`config.mk`:
```
export PLATFORM = sky130hd
export DESIGN_NAME = uart_tx_arbiter_flat
export DESIGN_NICKNAME = d
export VERILOG_FILES = /design/src/rtl/uart_tx_arbiter_if.sv /design/src/rtl/uart_tx_arbiter.sv /design/src/flat_wrapper.sv
export SDC_FILE = /design/constraint.sdc
export NUM_CORES = 1
export LEC_CHECK = 0
export BUFFER_PORTS_ARGS = -buffer_cell sky130_fd_sc_hd__buf_2
export CAP_MARGIN = 20
export CORE_AREA = 2 2 57 59
export CTS_BUF_LIST = sky130_fd_sc_hd__clkbuf_16
export DETAILED_ROUTE_END_ITERATION = 16
export DIE_AREA = 0 0 59 61
export GPL_TIMING_DRIVEN = 1
export PLACE_DENSITY_LB_ADDON = 0.15
export REMOVE_ABC_BUFFERS = 1
export SLEW_MARGIN = 20
export SYNTH_ARGS = -nofsm -noshare
export SYNTH_HDL_FRONTEND = slang
export SYNTH_SLANG_ARGS = --single-unit
```
`constraint.sdc`:
```
create_clock -name clk -period 1.59 [get_ports clk]
set_input_delay 0.318 -clock clk [delete_from_list [all_inputs] [get_ports clk]]
set_output_delay 0.318 -clock clk [all_outputs]
set_load 0.02 [all_outputs]
```
`src/rtl/uart_tx_arbiter_if.sv`:
```
// Handshake bundle between the byte producers, the round-robin arbiter and the shared UART transmitter.
// The arbiter takes the master modport; the producer/transmitter side takes the slave modport.
interface uart_tx_arbiter_if #(
  parameter int NUM_REQ   = 4,
  parameter int DATA_BITS = 8
);
  logic [NUM_REQ-1:0]           reqValid;
  logic [NUM_REQ*DATA_BITS-1:0] reqData;
  logic [NUM_REQ-1:0]           reqAck;
  logic                         txStart;
  logic [DATA_BITS-1:0]         txData;
  logic                         txBusy;
  logic                         txDone;

  modport master (
    input  reqValid, reqData, txBusy, txDone,
    output reqAck, txStart, txData
  );

  modport slave (
    output reqValid, reqData, txBusy, txDone,
    input  reqAck, txStart, txData
  );
endinterface

```
`src/rtl/uart_tx_arbiter.sv`:
```
// Round-robin arbiter sharing one UART transmitter among NUM_REQ byte producers.
// Define UART_ARB_TIMEOUT_EN to enable the frame watchdog (err pulse after TIMEOUT_CYCLES stuck cycles).
module uart_tx_arbiter #(
  parameter int NUM_REQ        = 4,
  parameter int DATA_BITS      = 8,
  parameter int TIMEOUT_CYCLES = 16
) (
  input  logic                                        clk,
  input  logic                                        rst_n,
  input  logic                                        i_en,
  uart_tx_arbiter_if.master                           io_arb,
  output logic [((NUM_REQ > 1) ? $clog2(NUM_REQ) : 1)-1:0] o_grantId,
  output logic                                        o_arbBusy,
  output logic                                        o_err
);
  localparam int GW = (NUM_REQ > 1) ? $clog2(NUM_REQ) : 1;

  typedef enum logic [1:0] {IDLE, START, WAIT_BUSY, WAIT_DONE} state_t;

  state_t                r_state;
  logic [GW-1:0]         r_lastGrant;
  logic [GW-1:0]         r_grantId;
  logic [NUM_REQ-1:0]    r_reqAck;
  logic                  r_txStart;
  logic [DATA_BITS-1:0]  r_txData;
  logic                  w_found;
  logic [GW-1:0]         w_idx;
  logic [GW-1:0]         w_winner;
  logic [DATA_BITS-1:0]  w_winData;
  logic                  w_timeout;

  // Scan starts just after the last winner, so the previous owner is considered last.
  always_comb begin
    w_found   = 1'b0;
    w_idx     = '0;
    w_winner  = '0;
    w_winData = '0;
    for (int k = 1; k <= NUM_REQ; k++) begin
      w_idx = GW'((int'(r_lastGrant) + k) % NUM_REQ);
      if (!w_found && io_arb.reqValid[w_idx]) begin
        w_found  = 1'b1;
        w_winner = w_idx;
      end
    end
    for (int i = 0; i < NUM_REQ; i++) begin
      if (w_winner == GW'(i)) begin
        w_winData = io_arb.reqData[i*DATA_BITS +: DATA_BITS];
      end
    end
  end

`ifdef UART_ARB_TIMEOUT_EN
  localparam int CW = $clog2(TIMEOUT_CYCLES + 1);

  logic [CW-1:0] r_cnt;
  logic          r_err;

  always_ff @(posedge clk or negedge rst_n) begin
    if (!rst_n) begin
      r_cnt <= '0;
    end else if (r_state == WAIT_BUSY || r_state == WAIT_DONE) begin
      r_cnt <= r_cnt + 1'b1;
    end else begin
      r_cnt <= '0;
    end
  end

  assign w_timeout = (r_cnt == CW'(TIMEOUT_CYCLES - 1));
  assign o_err     = r_err;
`else
  assign w_timeout = 1'b0;
  assign o_err     = 1'b0;
`endif

  always_ff @(posedge clk or negedge rst_n) begin
    if (!rst_n) begin
      r_state     <= IDLE;
      r_lastGrant <= GW'(NUM_REQ - 1);
      r_grantId   <= '0;
      r_reqAck    <= '0;
      r_txStart   <= 1'b0;
      r_txData    <= '0;
`ifdef UART_ARB_TIMEOUT_EN
      r_err       <= 1'b0;
`endif
    end else begin
`ifdef UART_ARB_TIMEOUT_EN
      r_err <= 1'b0;
`endif
      case (r_state)
        IDLE: begin
          if (i_en && w_found) begin
            r_txData    <= w_winData;
            r_grantId   <= w_winner;
            r_lastGrant <= w_winner;
            r_reqAck    <= NUM_REQ'(1) << w_winner;
            r_txStart   <= 1'b1;
            r_state     <= START;
          end
        end
        START: begin
          r_reqAck  <= '0;
          r_txStart <= 1'b0;
          r_state   <= WAIT_BUSY;
        end
        WAIT_BUSY: begin
          if (w_timeout) begin
            r_state <= IDLE;
`ifdef UART_ARB_TIMEOUT_EN
            r_err   <= 1'b1;
`endif
          end else if (io_arb.txBusy) begin
            r_state <= WAIT_DONE;
          end
        end
        WAIT_DONE: begin
          // A normal completion on the watchdog's last cycle is not an error.
          if (io_arb.txDone || !io_arb.txBusy) begin
            r_state <= IDLE;
          end else if (w_timeout) begin
            r_state <= IDLE;
`ifdef UART_ARB_TIMEOUT_EN
            r_err   <= 1'b1;
`endif
          end
        end
        default: r_state <= IDLE;
      endcase
    end
  end

  assign io_arb.reqAck  = r_reqAck;
  assign io_arb.txStart = r_txStart;
  assign io_arb.txData  = r_txData;
  assign o_grantId      = r_grantId;
  assign o_arbBusy      = (r_state != IDLE);
endmodule

```
`src/flat_wrapper.sv`:
```
// flat-port wrapper written by rule: the top's interface ports become plain ports
module uart_tx_arbiter_flat 
#(
  parameter int NUM_REQ        = 4,
  parameter int DATA_BITS      = 8,
  parameter int TIMEOUT_CYCLES = 16
)
  (clk, rst_n, i_en, o_grantId, o_arbBusy, o_err, io_arb_reqValid, io_arb_reqData, io_arb_txBusy, io_arb_txDone, io_arb_reqAck, io_arb_txStart, io_arb_txData);
  uart_tx_arbiter_if #(.NUM_REQ(NUM_REQ), .DATA_BITS(DATA_BITS)) io_arb_i ();
  input  logic clk;
  input  logic rst_n;
  input  logic i_en;
  output logic [((NUM_REQ > 1) ? $clog2(NUM_REQ) : 1)-1:0] o_grantId;
  output logic o_arbBusy;
  output logic o_err;
  input wire logic [$bits(io_arb_i.reqValid)-1:0] io_arb_reqValid;
  input wire logic [$bits(io_arb_i.reqData)-1:0] io_arb_reqData;
  input wire logic [$bits(io_arb_i.txBusy)-1:0] io_arb_txBusy;
  input wire logic [$bits(io_arb_i.txDone)-1:0] io_arb_txDone;
  output wire logic [$bits(io_arb_i.reqAck)-1:0] io_arb_reqAck;
  output wire logic [$bits(io_arb_i.txStart)-1:0] io_arb_txStart;
  output wire logic [$bits(io_arb_i.txData)-1:0] io_arb_txData;
  assign io_arb_i.reqValid = io_arb_reqValid;
  assign io_arb_i.reqData = io_arb_reqData;
  assign io_arb_i.txBusy = io_arb_txBusy;
  assign io_arb_i.txDone = io_arb_txDone;
  assign io_arb_reqAck = io_arb_i.reqAck;
  assign io_arb_txStart = io_arb_i.txStart;
  assign io_arb_txData = io_arb_i.txData;
  uart_tx_arbiter #(.NUM_REQ(NUM_REQ), .DATA_BITS(DATA_BITS), .TIMEOUT_CYCLES(TIMEOUT_CYCLES)) u_core (.clk(clk), .rst_n(rst_n), .i_en(i_en), .io_arb(io_arb_i), .o_grantId(o_grantId), .o_arbBusy(o_arbBusy), .o_err(o_err));
endmodule
```
==> impl_metrics.ini, run 1 <==
[pwr]
power_density_mw_per_mm2 = 1840
power_leakage_nw = 0.915
ir_worst_vdd_uv = 704

[critical_path]
worstSetupPathType = register to register
arrival_ps = 1930
crit_fanout = 7
cp_num_buf_inv = 2
worstPathCellList = nor2b_4 > o21a_1 > a211oi_4 > buf_6 > buf_12 > mux2i_1 > o221ai_1
worstPathRequired_ps = 1710
critPathCaptureType = register
crit_family = compound AO/OA/AOI/OAI gates
start_kind = register
r2r_cells = 7
crit_path_top_delay_cell = dfstp_2
max_stage_delay_ps = 570
critical_path_depth = 7

[timing]
period_share_pct = 114
worst_slack_ps = -227
slew_viol_final = 0
setup_viol = 12
rsz0062_at_grt = yes
finalCriticalPeriod_ps = 1820
clock-skew-final_ps = 3.50
fmax_ghz = 0.550
hold_viol = 0

[clock_network]
cts.reportedPaths.clkPinSlew_ps = 60
cts_hold_buf = 0
clk_path_buf_depth = 2
cts.sinks = 19
h-tree-depth = 1
clk_latency_ps = 250
cts_buffers = 3
root_buffer = clkbuf_16
cts_tree = yes

[logic_synthesis]
syn_inst = 120
netlist_area_sq_mm = 0.00118
synth_seq_cells = 19
synthTopCellsByCount = nand2_1 (19), dfrtp_1 (17), mux2i_1 (17)
synth_cell_types = 33
syn_avg_cell_area_sq_um = 9.81
synth_edf_count = 0
yosys_warnings = 0
seq_area_frac_synth_pct = 40.6
yosysMostFrequentCell = nand2_1
synthFlopType = dfrtp_1
yosysTopAreaCell = dfrtp_1
synth.area.top_cells = dfrtp_1 (36%), mux2i_1 (14%), nand2_1 (6.1%)
synth_async_sr_flop_share_pct = 100
netlist.area_leader.share_pct = 36.1

[die]
ios = 58
dieArea_sq_mm = 0.00360
core_sq_mm = 0.00295
row_count = 20
die_w_microns = 59
die_y_microns = 61
start_util_pct = 39.9

[global_route]
grt_pass1_wl_mm = 4.75
grt_antenna_before_repair = 0
grt_max_degree = 20
overflow = 0
track_usage_pct = 17.6
grt_pass1_vias = 1105

[layout]
drive_gt1_share_pct = 51.3
insertedDiodeCount = 0
layout.nets = 240
final_core_util_pct = 60.9
regArea_sq_um = 478
area_growth_pct = 52.7
multi_input_area_sq_um = 704
final_cells = 226
fill_cells = 264

[drt]
routed_wl_mm = 3.21
wl_per_cell_microns = 14.2
initialDrtViolationCount = 32
drc = 0
ant_nets = 0
via_per_inst = 5.24
firstDrtPassIters = 4
vias = 1185

[placed_design]
globalplace.congestion = 0.708
dp.cells = 215
dpl_worst_slack_ps = -211
portBuffers = 56
hpwl_mm = 2.35

[job]
drv_cap = 0

[worst_hold_path]
hp-class = input pin to asynchronous set/reset pin

[run_status]
status = complete, but fails checks
violations = setup timing
area by class of cell:
class	instances	share of cell area, %
Inverter	7	1.46
Multi-Input combinational cell	89	39.2
Tap cell	33	2.30
Sequential cell	19	26.6
Timing Repair Buffer	74	26.0
Clock inverter	1	0.278
Clock buffer	3	4.18
metal layers:
| metal | GRT usage [%] | wire length (microns) |
|---|---|---|
| met1 | 22.6 | 1440 |
| met2 | 31.0 | 1660 |
| met3 | 2.13 | 103 |
| met4 | 5.84 | 14 |
| met5 | 0 | 0 |
cells by family after synthesis:
| kind of cell | share of synthesized area [%] |
|---|---|
| compound gates | 19.8 |
| fa+ha+maj | 5.31 |
| buf+inv | 5.53 |
| flops | 40.6 |
| mux | 15.4 |
| other cells | 0.319 |
| simple gates | 13.1 |
layout by cell type (no fill, tap or decap), types with 2 or more instances in the layout:
cell / instances
a21oi_1: 2
a21oi_2: 2
a32oi_1: 2
buf_12: 3
buf_2: 56
buf_4: 11
buf_6: 4
clkbuf_16: 3
dfrtp_1: 17
dfstp_2: 2
ha_1: 4
inv_1: 6
mux2i_1: 12
mux2i_2: 5
nand2_1: 18
nor2_1: 8
o21ai_0: 3
o21ai_1: 4
o21ai_2: 2
o221ai_1: 6
o221ai_2: 2
o32a_1: 2
state kept, by name, summed over array words and instances, names as in the netlist:
register and flops:
u_core.io_arb.txData 8, u_core.io_arb.txStart 1, u_core.o_grantId 2, u_core.r_lastGrant 2, u_core.io_arb.reqAck 4, u_core.r_state 2
worst register-to-register path, stage by stage (launching register included):
cell	delay, ps
dfstp_2	570
nor2b_4	50
o21a_1	200
a211oi_4	270
buf_6	150
buf_12	120
mux2i_1	200
o221ai_1	130
what timing repair did:
item,4_1_cts,5_1_grt
gates resized for setup,9,12
setup buffers,3,4
cloned,1,0
setup endpoints to repair,13,16
pin swaps,5,10
path summary, 6_finish.rpt:
kind	end	slack [ps]	startpoint
worst max-delay path	u_core.io_arb.txData[6]	-230	u_core.r_lastGrant[0]
worst min-delay path	u_core.io_arb.txStart	6	rst_n
worst max register to register	u_core.io_arb.txData[6]	-230	u_core.r_lastGrant[0]
worst min register to register	u_core.o_grantId[1]	490	u_core.o_grantId[1]
max in group asynchronous	u_core.r_lastGrant[1]	1250	rst_n
min in group clk	u_core.io_arb.txData[1]	360	io_arb_reqData[1]
power by group:
group	total [mW]	switching [mW]	internal, mW
Sequential	0.887	0.161	0.726
Combinational	1.90	0.996	0.901
Clock	0.522	0.185	0.337
stage by stage:
| step | hold WS (ps) | instance area, sq um | total power, mW | setup TNS (ps) |
|---|---|---|---|---|
| 5_1_grt | 40.6 | 1800 | 3.53 | -3050 |
| 3_5_place_dp | 296 | 1590 | 2.52 | -1800 |
| 2_1_floorplan | 22.4 | 1140 | 1.89 | -10060 |
| 6_report | 6.02 | 1800 | 3.31 | -2210 |
| 3_3_place_gp | 289 | 1590 | 2.46 | -1270 |
| 4_1_cts | 27.5 | 1750 | 3.26 | -1930 |
Note: power is estimated with default switching activity, not from simulation.
==> inputs of run 2 (changes only) <==
--- a/config.mk
+++ b/config.mk
@@ -5,12 +5,13 @@
 export SDC_FILE = /design/constraint.sdc
 export NUM_CORES = 1
 export LEC_CHECK = 0
+export ABC_AREA = 1
 export BUFFER_PORTS_ARGS = -buffer_cell sky130_fd_sc_hd__buf_2
 export CAP_MARGIN = 20
-export CORE_AREA = 2 2 57 59
+export CORE_AREA = 2 2 61 63
 export CTS_BUF_LIST = sky130_fd_sc_hd__clkbuf_16
 export DETAILED_ROUTE_END_ITERATION = 16
-export DIE_AREA = 0 0 59 61
+export DIE_AREA = 0 0 63 65
 export GPL_TIMING_DRIVEN = 1
 export PLACE_DENSITY_LB_ADDON = 0.15
 export REMOVE_ABC_BUFFERS = 1
==> impl_metrics.ini, run 2 <==
[clock_network]
cts_hold_buf = 0
clk_latency_ps = 250
h-tree-depth = 1
cts.sinks = 19
root_buffer = clkbuf_16
cts_tree = yes
clk_path_buf_depth = 2
cts.reportedPaths.clkPinSlew_ps = 50
cts_buffers = 3

[logic_synthesis]
netlist.area_leader.share_pct = 29.6
synth_seq_cells = 19
synthTopCellsByCount = nand2_1 (71), inv_1 (25), nand3_1 (21)
synth_cell_types = 26
yosysMostFrequentCell = nand2_1
synth_edf_count = 0
syn_avg_cell_area_sq_um = 7.01
yosysTopAreaCell = dfrtp_1
synth_async_sr_flop_share_pct = 100
synth.area.top_cells = dfrtp_1 (30%), nand2_1 (19%), nand3_1 (7.3%)
seq_area_frac_synth_pct = 33.2
syn_inst = 205
synthFlopType = dfrtp_1
netlist_area_sq_mm = 0.00144
yosys_warnings = 0

[layout]
final_common_cell = nand2_1
insertedDiodeCount = 0
drive_gt1_share_pct = 48.4
layout.nets = 328
final_cell_mix = nand2_1 (58), buf_2 (56), inv_1 (22), nand2_2 (19), nand3_1 (18)
area_growth_pct = 47.4
largest_register_ffs = 8
final_core_util_pct = 60.6

[global_route]
grt_pass1_vias = 1429
grt_antenna_before_repair = 0
grt_pass1_wl_mm = 6.29
track_usage_pct = 19.2
grt_max_degree = 20
overflow = 0

[die]
core_sq_mm = 0.00350
row_count = 22
die_w_microns = 63
ios = 58
start_util_pct = 41.1
dieArea_sq_mm = 0.00410
die_y_microns = 65

[pwr]
power_leakage_nw = 1.19
ir_worst_vdd_uv = 1420
power_density_mw_per_mm2 = 2510

[drt]
wl_per_cell_microns = 11.4
initialDrtViolationCount = 88
via_per_inst = 4.73
ant_nets = 0
routed_wl_mm = 3.74
firstDrtPassIters = 4
vias = 1555
drc = 0

[critical_path]
arrival_ps = 2070
worstSetupPathType = register to register
crit_fanout = 14
worstPathRequired_ps = 1730
start_kind = register
crit_path_top_delay_cell = dfstp_2
max_stage_delay_ps = 590
cp_num_buf_inv = 3
critPathCaptureType = register
worstPathCellList = buf_6 > nand2_2 > nand2_2 > nand2_1 > nand2_2 > nand2_2 > nand2_1 > nand2_1 > nand2_2 > nand2_4 > inv_8 > nand2_8 > o21ai_1 > inv_1 > nand2_1 > nand2_1
crit_family = simple AND/OR/NAND/NOR gates

[placed_design]
globalplace.congestion = 0.767
hpwl_mm = 2.68
portBuffers = 56

[timing]
fmax_ghz = 0.517
hold_viol = 0
period_share_pct = 122
tns_ps = -5350
setup_viol = 19
slew_viol_final = 0
fin_hold_ws_ps = 12.5
finalCriticalPeriod_ps = 1940
worst_slack_ps = -346
clock-skew-final_ps = 1.99
rsz0062_at_grt = yes

[run_status]
status = complete, but fails checks
violations = setup timing

[worst_hold_path]
hp-class = input pin to asynchronous set/reset pin

[job]
drv_cap = 0
-- run 2: cell types whose count changed after synthesis, moves of 4 or more --
| cell | before | now |
|---|---|---|
| o221ai_1 | 6 | 0 |
| inv_1 | 7 | 25 |
| nand3_1 | 1 | 21 |
| nand4_1 | 0 | 7 |
| nand2_1 | 19 | 71 |
| nand2_2 | 0 | 9 |
| o21ai_2 | 1 | 5 |
| o21ai_1 | 4 | 0 |
| mux2i_1 | 17 | 0 |
| nor2_1 | 9 | 1 |
| o21ai_0 | 4 | 14 |
-- run 2: metal layers --
metal	wire [microns]	vias to the layer above	GRT usage, %
li1	-	800	-
met1	1580	707	24.2
met2	1870	44	34.2
met3	258	4	4.17
met4	32	0	3.33
met5	0	-	0
-- run 2: final cells by class --
cell class                 instances  area [sq um]
clock inverter                     1          3.75
sequential                        19           478
clock buffer                       3          75.1
timing repair buffer              80           494
fill                             341          1380
tap                               48          60.1
multi-input combinational        149           883
inverter                          29           125
-- run 2: worst register-to-register path: cells and delay by family (launching register included) --
family,cells,cell delay [ps]
flip-flops,1,590
buffers and inverters,3,280
AND/OR/NAND/NOR,12,820
AO/OA/AOI/OAI,1,130
-- run 2: report_power, final --
| group | switching, mW | internal [mW] |
|---|---|---|
| Sequential | 0.141 | 0.708 |
| Combinational | 2.34 | 1.63 |
| Clock | 0.169 | 0.334 |
-- run 2: cells by family after synthesis --
group | count (synthesis) | synth area share [%]
AND/OR/NAND/NOR | 118 | 38.7
adder cells (fa/ha/maj) | 5 | 4.35
AO/OA/AOI/OAI | 25 | 10.4
buffers and inverters | 37 | 13.1
flip-flops | 19 | 33.2
other | 1 | 0.261
-- run 2: worst paths after layout --
path	from	end	slack [ps]	cells after the start
setup / recovery	u_core.r_lastGrant[0]	u_core.io_arb.txData[5]	-350	16
hold / removal	rst_n	u_core.o_grantId[1]	10	1
setup reg to reg	u_core.r_lastGrant[0]	u_core.io_arb.txData[5]	-350	16
hold reg to reg	u_core.o_grantId[1]	u_core.o_grantId[1]	470	2
max in group asynchronous	rst_n	u_core.r_lastGrant[0]	1240	1
min in group clk	io_arb_reqData[8]	u_core.io_arb.txData[0]	370	5
-- run 2: what timing repair did --
item                                    4_1_cts  5_1_grt
buffers inserted                              6        3
resized for setup                            33       24
pin swaps                                     6        9
endpoints found under the setup margin       19       19
-- run 2: per-stage QoR --
| step | cells | total power, mW | setup WS, ps | instance area [sq um] |
|---|---|---|---|---|
| floorplan | 197 | 2.98 | -369 | 1370 |
| global placement | 316 | 4.06 | -484 | 1820 |
| detailed placement | 316 | 4.07 | -526 | 1820 |
| CTS | 326 | 5.02 | -320 | 2030 |
| global route | 329 | 5.82 | -487 | 2120 |
| finish | 329 | 5.32 | -346 | 2120 |
